$ cat src/rtl/flash_raid_pkg.sv
// Shared definitions for the flash RAID front end.
//   ctrl_state_e : router FSM encodings (also driven out on ctrl_state)
//   DEC_*        : instruction-decoder phase codes seen on dec_state
//   FLASH_*      : device index used for routing and MISO selection
package flash_raid_pkg;

  typedef enum logic [1:0] {
    ST_IDLE   = 2'd0,
    ST_BCAST  = 2'd1,
    ST_ROUTED = 2'd2,
    ST_GUARD  = 2'd3
  } ctrl_state_e;

  localparam logic [2:0] DEC_IDLE  = 3'd0;
  localparam logic [2:0] DEC_CMD   = 3'd1;
  localparam logic [2:0] DEC_ADDR  = 3'd2;
  localparam logic [2:0] DEC_DUMMY = 3'd3;
  localparam logic [2:0] DEC_DATA  = 3'd4;

  localparam logic FLASH_MAIN = 1'b0;
  localparam logic FLASH_SEC  = 1'b1;

endpackage

$ cat src/rtl/flash_cs_router_if.sv
// Host/decoder-side inputs and flash-side outputs of flash_cs_router.
//   master : drives h_cs_n, dec_state, dec_flash_select, route_enable, err_clear
//   slave  : the router; drives m_cs_n, s_cs_n, miso_sel, ctrl_state,
//            main_txn_count, sec_txn_count, tcsh_err
interface flash_cs_router_if #(
  parameter int CNT_W = 16
);
  logic             h_cs_n;
  logic [2:0]       dec_state;
  logic             dec_flash_select;
  logic             route_enable;
  logic             err_clear;
  logic             m_cs_n;
  logic             s_cs_n;
  logic             miso_sel;
  logic [1:0]       ctrl_state;
  logic [CNT_W-1:0] main_txn_count;
  logic [CNT_W-1:0] sec_txn_count;
  logic             tcsh_err;

  modport master (
    output h_cs_n, dec_state, dec_flash_select, route_enable, err_clear,
    input  m_cs_n, s_cs_n, miso_sel, ctrl_state, main_txn_count,
           sec_txn_count, tcsh_err
  );

  modport slave (
    input  h_cs_n, dec_state, dec_flash_select, route_enable, err_clear,
    output m_cs_n, s_cs_n, miso_sel, ctrl_state, main_txn_count,
           sec_txn_count, tcsh_err
  );
endinterface

$ cat src/rtl/sat_counter.sv
// Saturating up-counter: increments on inc, sticks at all-ones.
//   clk, rst (sync, active-high), inc : increment enable, count : value
module sat_counter #(
  parameter int CNT_W = 16
) (
  input  logic             clk,
  input  logic             rst,
  input  logic             inc,
  output logic [CNT_W-1:0] count
);

  // NOTE: sequential state is updated with non-blocking assignments only, so
  // every flop samples the pre-edge values regardless of block ordering.
  always_ff @(posedge clk) begin
    if (rst) begin
      count <= '0;
    end else if (inc && (count != '1)) begin
      count <= count + 1'b1;
    end
  end

endmodule

$ cat src/rtl/flash_cs_router.sv
// Chip-select / MISO router between the host SPI port and two flashes.
// Each transaction opens broadcast to both devices; when the decoder reaches
// its data phase (and routing is enabled) the route locks to one flash and the
// other is deselected. A guard window keeps both CS high after every
// transaction, and per-flash counters tally routed transactions.
//   clk, rst        : system clock, synchronous active-high reset
//   bus (slave)     : host CS, decoder phase/selection, route enable,
//                     error clear in; flash CS, MISO select, FSM state,
//                     transaction counters, tCSH error flag out
module flash_cs_router
  import flash_raid_pkg::*;
#(
  parameter int GUARD_CYCLES = 4,
  parameter int CNT_W        = 16
) (
  input logic               clk,
  input logic               rst,
  flash_cs_router_if.slave  bus
);

  localparam logic [7:0] GUARD_LOAD = 8'(GUARD_CYCLES - 1);

  logic        cs_r1, cs_r2;
  logic        cs_act, cs_rise;
  ctrl_state_e state, state_d;
  logic        sel, sel_d;
  logic        m_cs_n, m_cs_n_d;
  logic        s_cs_n, s_cs_n_d;
  logic        miso_sel, miso_sel_d;
  logic [7:0]  guard_cnt, guard_cnt_d;
  logic        guard_done, guard_done_d;
  logic        tcsh_err;
  logic        inc_main, inc_sec;

  // Host CS is asynchronous; two flops, reset to the deasserted level.
  always_ff @(posedge clk) begin
    if (rst) begin
      cs_r1 <= 1'b1;
      cs_r2 <= 1'b1;
    end else begin
      cs_r1 <= bus.h_cs_n;
      cs_r2 <= cs_r1;
    end
  end

  assign cs_act  = ~cs_r2;
  // Host CS falling edge, seen one stage ahead of cs_act.
  assign cs_rise = cs_r2 & ~cs_r1;

  // Flash CS values are computed for the next state so the registered outputs
  // change on the same edge as the state transition.
  // NOTE: every always_comb output gets a default first; a path that leaves
  // one unassigned would infer a latch.
  always_comb begin
    state_d      = state;
    sel_d        = sel;
    miso_sel_d   = miso_sel;
    m_cs_n_d     = 1'b1;
    s_cs_n_d     = 1'b1;
    guard_cnt_d  = guard_cnt;
    guard_done_d = guard_done;
    inc_main     = 1'b0;
    inc_sec      = 1'b0;

    case (state)
      ST_IDLE: begin
        if (cs_act) begin
          state_d  = ST_BCAST;
          m_cs_n_d = 1'b0;
          s_cs_n_d = 1'b0;
        end
      end

      ST_BCAST: begin
        if (!cs_act) begin
          state_d      = ST_GUARD;
          guard_cnt_d  = GUARD_LOAD;
          guard_done_d = 1'b0;
        end else if ((bus.dec_state == DEC_DATA) && bus.route_enable) begin
          state_d    = ST_ROUTED;
          sel_d      = bus.dec_flash_select;
          miso_sel_d = bus.dec_flash_select;
          inc_main   = (bus.dec_flash_select == FLASH_MAIN);
          inc_sec    = (bus.dec_flash_select == FLASH_SEC);
          m_cs_n_d   = (bus.dec_flash_select != FLASH_MAIN);
          s_cs_n_d   = (bus.dec_flash_select != FLASH_SEC);
        end else begin
          m_cs_n_d = 1'b0;
          s_cs_n_d = 1'b0;
        end
      end

      ST_ROUTED: begin
        if (!cs_act) begin
          state_d      = ST_GUARD;
          guard_cnt_d  = GUARD_LOAD;
          guard_done_d = 1'b0;
        end else begin
          m_cs_n_d = (sel != FLASH_MAIN);
          s_cs_n_d = (sel != FLASH_SEC);
        end
      end

      ST_GUARD: begin
        // Count GUARD_LOAD..0, then one terminal cycle: together with the
        // deselect edge this holds both CS high for GUARD_CYCLES+1 cycles.
        if (guard_done) begin
          if (cs_act) begin
            state_d  = ST_BCAST;
            m_cs_n_d = 1'b0;
            s_cs_n_d = 1'b0;
          end else begin
            state_d = ST_IDLE;
          end
        end else if (guard_cnt == 8'd0) begin
          guard_done_d = 1'b1;
        end else begin
          guard_cnt_d = guard_cnt - 8'd1;
        end
      end

      default: state_d = ST_IDLE;
    endcase
  end

  always_ff @(posedge clk) begin
    if (rst) begin
      state      <= ST_IDLE;
      sel        <= FLASH_MAIN;
      m_cs_n     <= 1'b1;
      s_cs_n     <= 1'b1;
      miso_sel   <= FLASH_MAIN;
      guard_cnt  <= 8'd0;
      guard_done <= 1'b0;
    end else begin
      state      <= state_d;
      sel        <= sel_d;
      m_cs_n     <= m_cs_n_d;
      s_cs_n     <= s_cs_n_d;
      miso_sel   <= miso_sel_d;
      guard_cnt  <= guard_cnt_d;
      guard_done <= guard_done_d;
    end
  end

  // Sticky tCSH violation; a new violation beats a simultaneous clear.
  always_ff @(posedge clk) begin
    if (rst) begin
      tcsh_err <= 1'b0;
    end else if (cs_rise && (state == ST_GUARD)) begin
      tcsh_err <= 1'b1;
    end else if (bus.err_clear) begin
      tcsh_err <= 1'b0;
    end
  end

  sat_counter #(.CNT_W(CNT_W)) u_main_cnt (
    .clk   (clk),
    .rst   (rst),
    .inc   (inc_main),
    .count (bus.main_txn_count)
  );

  sat_counter #(.CNT_W(CNT_W)) u_sec_cnt (
    .clk   (clk),
    .rst   (rst),
    .inc   (inc_sec),
    .count (bus.sec_txn_count)
  );

  assign bus.m_cs_n     = m_cs_n;
  assign bus.s_cs_n     = s_cs_n;
  assign bus.miso_sel   = miso_sel;
  assign bus.ctrl_state = state;
  assign bus.tcsh_err   = tcsh_err;

endmodule
$ cat src/flat_wrapper.sv
// flat-port wrapper written by rule: the top's interface ports become plain ports
module flash_cs_router_flat import flash_raid_pkg::*;
#(
  parameter int GUARD_CYCLES = 4,
  parameter int CNT_W        = 16
)
  (clk, rst, bus_h_cs_n, bus_dec_state, bus_dec_flash_select, bus_route_enable, bus_err_clear, bus_m_cs_n, bus_s_cs_n, bus_miso_sel, bus_ctrl_state, bus_main_txn_count, bus_sec_txn_count, bus_tcsh_err);
  flash_cs_router_if #(.CNT_W(CNT_W)) bus_i ();
  input logic clk;
  input logic rst;
  input wire logic [$bits(bus_i.h_cs_n)-1:0] bus_h_cs_n;
  input wire logic [$bits(bus_i.dec_state)-1:0] bus_dec_state;
  input wire logic [$bits(bus_i.dec_flash_select)-1:0] bus_dec_flash_select;
  input wire logic [$bits(bus_i.route_enable)-1:0] bus_route_enable;
  input wire logic [$bits(bus_i.err_clear)-1:0] bus_err_clear;
  output wire logic [$bits(bus_i.m_cs_n)-1:0] bus_m_cs_n;
  output wire logic [$bits(bus_i.s_cs_n)-1:0] bus_s_cs_n;
  output wire logic [$bits(bus_i.miso_sel)-1:0] bus_miso_sel;
  output wire logic [$bits(bus_i.ctrl_state)-1:0] bus_ctrl_state;
  output wire logic [$bits(bus_i.main_txn_count)-1:0] bus_main_txn_count;
  output wire logic [$bits(bus_i.sec_txn_count)-1:0] bus_sec_txn_count;
  output wire logic [$bits(bus_i.tcsh_err)-1:0] bus_tcsh_err;
  assign bus_i.h_cs_n = bus_h_cs_n;
  assign bus_i.dec_state = bus_dec_state;
  assign bus_i.dec_flash_select = bus_dec_flash_select;
  assign bus_i.route_enable = bus_route_enable;
  assign bus_i.err_clear = bus_err_clear;
  assign bus_m_cs_n = bus_i.m_cs_n;
  assign bus_s_cs_n = bus_i.s_cs_n;
  assign bus_miso_sel = bus_i.miso_sel;
  assign bus_ctrl_state = bus_i.ctrl_state;
  assign bus_main_txn_count = bus_i.main_txn_count;
  assign bus_sec_txn_count = bus_i.sec_txn_count;
  assign bus_tcsh_err = bus_i.tcsh_err;
  flash_cs_router #(.GUARD_CYCLES(GUARD_CYCLES), .CNT_W(CNT_W)) u_core (.clk(clk), .rst(rst), .bus(bus_i));
endmodule
$ cat config.mk
export PLATFORM = sky130hd
export DESIGN_NAME = flash_cs_router_flat
export DESIGN_NICKNAME = d
export VERILOG_FILES = /design/src/rtl/flash_raid_pkg.sv /design/src/rtl/flash_cs_router_if.sv /design/src/rtl/sat_counter.sv /design/src/rtl/flash_cs_router.sv /design/src/flat_wrapper.sv
export SDC_FILE = /design/constraint.sdc
export NUM_CORES = 1
export LEC_CHECK = 0
export BUFFER_PORTS_ARGS = -buffer_cell sky130_fd_sc_hd__buf_4
export CORE_ASPECT_RATIO = 0.9
export CORE_UTILIZATION = 35
export CTS_BUF_LIST = sky130_fd_sc_hd__clkbuf_8
export CTS_CLUSTER_SIZE = 10
export DETAILED_ROUTE_END_ITERATION = 10
export SYNTH_ARGS = -nofsm -noshare
export SYNTH_HDL_FRONTEND = slang
export SYNTH_SLANG_ARGS = --single-unit
$ cat constraint.sdc
create_clock -name clk -period 2.2 [get_ports clk]
set_input_delay 0.33 -clock clk [delete_from_list [all_inputs] [get_ports clk]]
set_output_delay 0.33 -clock clk [all_outputs]
set_load 0.1 [all_outputs]
# Word level (Yosys, flattened, before mapping)
# Cells that the tools add are included.
# W data, S select, Z words.
[op_classes]
muxes = 31
add_sub_neg = 3
n_eq_ne = 13
reduce_logical = 13
bitwise_logic = 5
[ops]
columns = ["cell", "n"]
rows = [
  ["$add A16 B1 Y16 const B", 2],
  ["$ne A16 B16 Y1 const B", 2],
  ["$mux W8", 3],
  ["$mux W1", 18],
  ["$pmux W8 S2", 1],
  ["$mux W2", 5],
  ["$logic_not A8 Y1", 1],
  ["$pmux W1 S4", 2],
  ["$pmux W2 S4", 1],
  ["$reduce_and A4 Y1", 2],
  ["$sub A8 B1 Y8 const B", 1],
  ["$ne A2 B1 Y1 const B", 3],
  ["$ne A2 B2 Y1 const B", 3],
  ["$eq A2 B2 Y1 const B", 2],
  ["$logic_and A1 B1 Y1", 4],
  ["$not A1 Y1", 4],
  ["$reduce_bool A2 Y1", 2],
  ["$eq A3 B3 Y1 const B", 1],
  ["$ne A3 B1 Y1 const B", 1],
  ["$reduce_and A3 Y1", 1],
  ["$eq A2 B1 Y1 const B", 1],
  ["$logic_not A2 Y1", 1],
  ["$pmux W1 S2", 1],
  ["$reduce_and A2 Y1", 1],
  ["other kinds (2)", 2],
]
[totals]
in_bits = 9
ff_bits = 49
out_inout_bits = 38

# Depth between registers and ports, before layout
[logic_depth]
ltp_word = 6
ltp_mapped = 7

# Cells and area by module
# Synthesis repeated with hierarchy kept, for this count alone.
[hier_totals]
hier_cells = 302
hier_area_um2 = 2628.8
[by_module_without_submodules]
columns = ["mod", "area_each_um2", "cells_per_inst", "instances", "seq_area_each_um2"]
rows = [
  ["sat_counter", 848.3, 99, 2, 320.3],
  ["flash_cs_router", 932.1, 104, 1, 340.3],
]

# Worst setup path before layout
# OpenSTA, ideal clock, no wires.
[synth_timing]
path_kind = "register -> register"
startpoint = "reg u_core.state[0], in the netlist u_core.bus.ctrl_state[0]"
endpoint = "reg u_core.guard_cnt[3]"
arrival_time_ns = 2.702
required_ns = 2.141
setup_time_ns = 0.059
n_path_buf = 1
stages_incl_launch_ff = 8
path_slack_ns = -0.561
path_cell_list = "dfxtp_1 inv_1 ha_1 and3b_1 or2_2 buf_1 or4_1 nand2_1"
[synth_between]
elab_chain_cells = 4
elab_cells_between_ends = 10
cone_classes = "6 x eq/ne; 1 x mux; 3 x reduce/logical"
[synth_rtl]
columns = ["item", "line", "rtl"]
rows = [
  ["start, declared", "flash_cs_router.sv:25", "ctrl_state_e state, state_d;"],
  ["start signal, assigned", "flash_cs_router.sv:136", "state <= state_d;"],
  ["$eq A2 B1 Y1 or $eq A2 B2 Y1 (tied branches)", "flash_cs_router.sv:65", "case (state)"],
  ["$reduce_or A2 Y1 (no source line)", "n/a", ""],
  ["$ne A2 B1 Y1 (no source line) or $reduce_bool A2 Y1 (tied branches)", "n/a", ""],
  ["$reduce_and A4 Y1 (no source line)", "n/a", ""],
  ["end signal, assigned", "flash_cs_router.sv:141", "guard_cnt <= guard_cnt_d;"],
  ["end, declared", "flash_cs_router.sv:30", "logic [7:0] guard_cnt, guard_cnt_d;"],
]
# Parallel ways exist; a longest one is shown, timed or not.
# A chain may end at the register's enable or synchronous reset.

# Final worst setup path
[layout_timing]
startpoint = "reg u_core.state[0], in the netlist u_core.bus.ctrl_state[0]"
endpoint = "reg u_core.guard_cnt[7]"
# Same word-level chain as after synthesis.

==> impl_results.md <==
- Syn Nets: 335
- Vias per cell: 5.464
- Fin. max-slew vios: 0
- Ranking of synthesized cells by area: dfxtp_1, mux2_2, nor4_1, ha_1, a21oi_1
- Max Buffers Root-to-Sink: 2
- Total Routed Length: 6281 um
- Area delta synth->final: 25.20%
- Pin count of the biggest net entering global routing: 36
- Antenna Cells: 0
- Max VDD drop: 0.2824 mV
- Max-cap viol count: 0
- Worst-path clk slew: 90 ps
- Cell Pwr Density: 836.4 nW/um2
- Initial core utilization: 37.09%
- IO Pins: 47
- Worst r2r src: u_core.bus.ctrl_state[0]$_SDFFE_PP0P_
- Post-synth top area share: 36.45%
- # rows: 29
- Highest-count cells in the layout ignoring fill and taps: buf_4, dfxtp_2, nor2_1, a21oi_1, nor4_1
- Hold/Removal Path Class: in -> reg
- Die area: 8045 um2
- First DRT Iteration DRCs: 90
- Min-Delay Endpoint: u_core.cs_r1$_SDFF_PP1_
- Reg-to-reg endpoint: u_core.guard_cnt[7]$_SDFFE_PP0P_
- Critical Path RT: 2440 ps
- Vias in the first global route: 2,223
- Worst Skew: 9.090 ps
- Fraction of layout cells with a size suffix above 1: 34.24%
- Slew headroom: 66.65%
- Vias: 2,519
- Die Y: 85.19 um
- Post-route DRC violation count: 0
- Final Cycle Share: 94.23%
- Post_cts resized: 0
- Nets: 385
- Area leader, netlist: dfxtp_1
- R2R depth: 6
- Number of CTS-inserted buffers: 5
- Initial antenna violation count: 0
- Final Setup Violations: 0
- Synthesized area: 2691 um2
- Post-CTS setup buffers: 0
- Leakage Power: 1.219 nW
- Power Total: 0.002818 W
- YS warnings: 0
- Routed wire per std cell: 13.62 um
- Post-synth EDFFs: 0
- Post-synth cell types: 46
- First-pass GRT wire length: 10,520 um
- Unrepaired setup endpoints after global routing: no
- Die width: 94.44 um
- Clk_lat worst skew: 310 ps
- CTS tree: yes
- ANT nets after route: 0
- GRT overflow: 0
- Syn avg cell area: 8.490 um2
- #FFs+latches synth: 49
- Kind of critical path: reg -> reg
- CP Launch Type: register
- Root Buffer: clkbuf_8
- Hpwl dp: 4525 um
- Fin worst setup slack: 127.0 ps
- Hold Slack: 207.1 ps
- Gate Count Post-Synth: 317
- Fmax: 0.4824 GHz
- GRT Overall Usage: 16.44%
- Final Hold Fails: 0
- Top_reg_cell synth: dfxtp_1
- # port buffers: 46
- Core area: 7257 um2
- Worst hold path depth: 2
- Crit path DAT: 2320 ps
- Worst-margin pin slew: 496.1 ps
- Outcome: complete, no violations
- Final core utilization: 46.43%
- Pre-CTS setup slack: 57.28 ps
- Clock sinks: 49
- Minimum clock period: 2073 ps
- Fillers: 756
- CP endpoint kind: register
- Post-synthesis async set-or-reset flop share: 0%
- Commonest non-fill, non-tap cell in the layout: buf_4
- CTS Hold Bufs: 0
- Routability cong.: 0.7457
- R2R Setup Slk: 130 ps
- DRT Pass-1 Iters: 6
- Setup_tns: 0 ps
- Register area share after synthesis: 36.45%
- Htree depth: 2
- Crit path max fanout: 6
- Min-delay src: bus_h_cs_n
==> synth_stat cells (all sizes together), types with 10 or more instances <==
cell type	instances
o21ai	11
nor2	25
nand4	10
o31ai	11
a21oi	20
nand3	14
or4	12
nor2b	13
mux2	14
clkbuf	10
nor4	21
nand2	17
inv	16
dfxtp	49
==> where the power goes <==
group          leakage, nW  internal (W)  switching [W]
registers            0.416       0.00101       0.000105
logic                0.744      0.000367       0.000671
clock network       0.0587      0.000342       0.000328
==> worst max-delay path, stage by stage (launching register included) <==
cell,delay [ps]
dfxtp_4,380
inv_1,90
ha_1,380
mux2_2,310
o2111ai_1,250
or4_1,470
a21oi_1,140
==> registers in the layout, indices dropped and copies added (netlist names) <==
register	cells
u_core.bus.tcsh_err	1
u_core.guard_cnt	8
u_core.bus.miso_sel	1
u_core.u_sec_cnt.count	16
u_core.bus.s_cs_n	1
u_core.bus.ctrl_state	2
u_core.u_main_cnt.count	16
u_core.cs_r2	1
u_core.bus.m_cs_n	1
u_core.cs_r1	1
u_core.guard_done	1
==> layer usage <==
| metal | share of wire (%) | track usage [%] | up-vias |
|---|---|---|---|
| li1 | - | - | 1298 |
| met1 | 52 | 23.94 | 1168 |
| met2 | 43 | 24.64 | 46 |
| met3 | 3.3 | 2.957 | 7 |
| met4 | 0.99 | 4.615 | 0 |
| met5 | 0 | 0 | - |
==> kinds of logic after synthesis <==
family	share of synthesized area, %
DFF	36.45
xor gates and xnor gates	0.3255
buffers and inverters	4.277
and+or+nand+nor	32.59
AOI/OAI and AO/OA	14.83
adders and majority gates	4.184
muxes	7.345
==> through the flow <==
stage / area [um2] / std cells
floorplan: 2758 / 317
global placement: 3247 / 453
detailed placement: 3247 / 453
CTS: 3361 / 461
global route: 3369 / 461
finish: 3369 / 461
==> area by class of cell <==
class,instances,area [um2],area share (%)
sequential,49,1041,30.89
tap,93,116.4,3.453
clock buffer,5,68.82,2.042
multi-input combinational,238,1610,47.79
inverter,16,60.06,1.782
clock inverter,3,45.04,1.337
timing repair buffer,57,427.9,12.70
==> how the worst max path moves through the flow <==
stage	from	end	slack, ps	depth (start not counted)
after CTS	u_core.bus.ctrl_state[1]$_SDFFE_PP0P_	u_core.u_main_cnt.count[5]$_SDFFE_PP0P_	140	6
after detailed placement	bus_dec_state[1]	u_core.u_main_cnt.count[5]$_SDFFE_PP0P_	60	6
after global placement	bus_dec_state[1]	u_core.u_sec_cnt.count[2]$_SDFFE_PP0P_	70	6
after global routing	u_core.bus.ctrl_state[1]$_SDFFE_PP0P_	u_core.u_main_cnt.count[14]$_SDFFE_PP0P_	8	7
final	u_core.bus.ctrl_state[0]$_SDFFE_PP0P_	u_core.guard_cnt[7]$_SDFFE_PP0P_	130	6
after floorplan	u_core.u_sec_cnt.count[5]$_SDFFE_PP0P_	u_core.u_sec_cnt.count[13]$_SDFFE_PP0P_	-4	5
(Power assumes the default switching activity.)
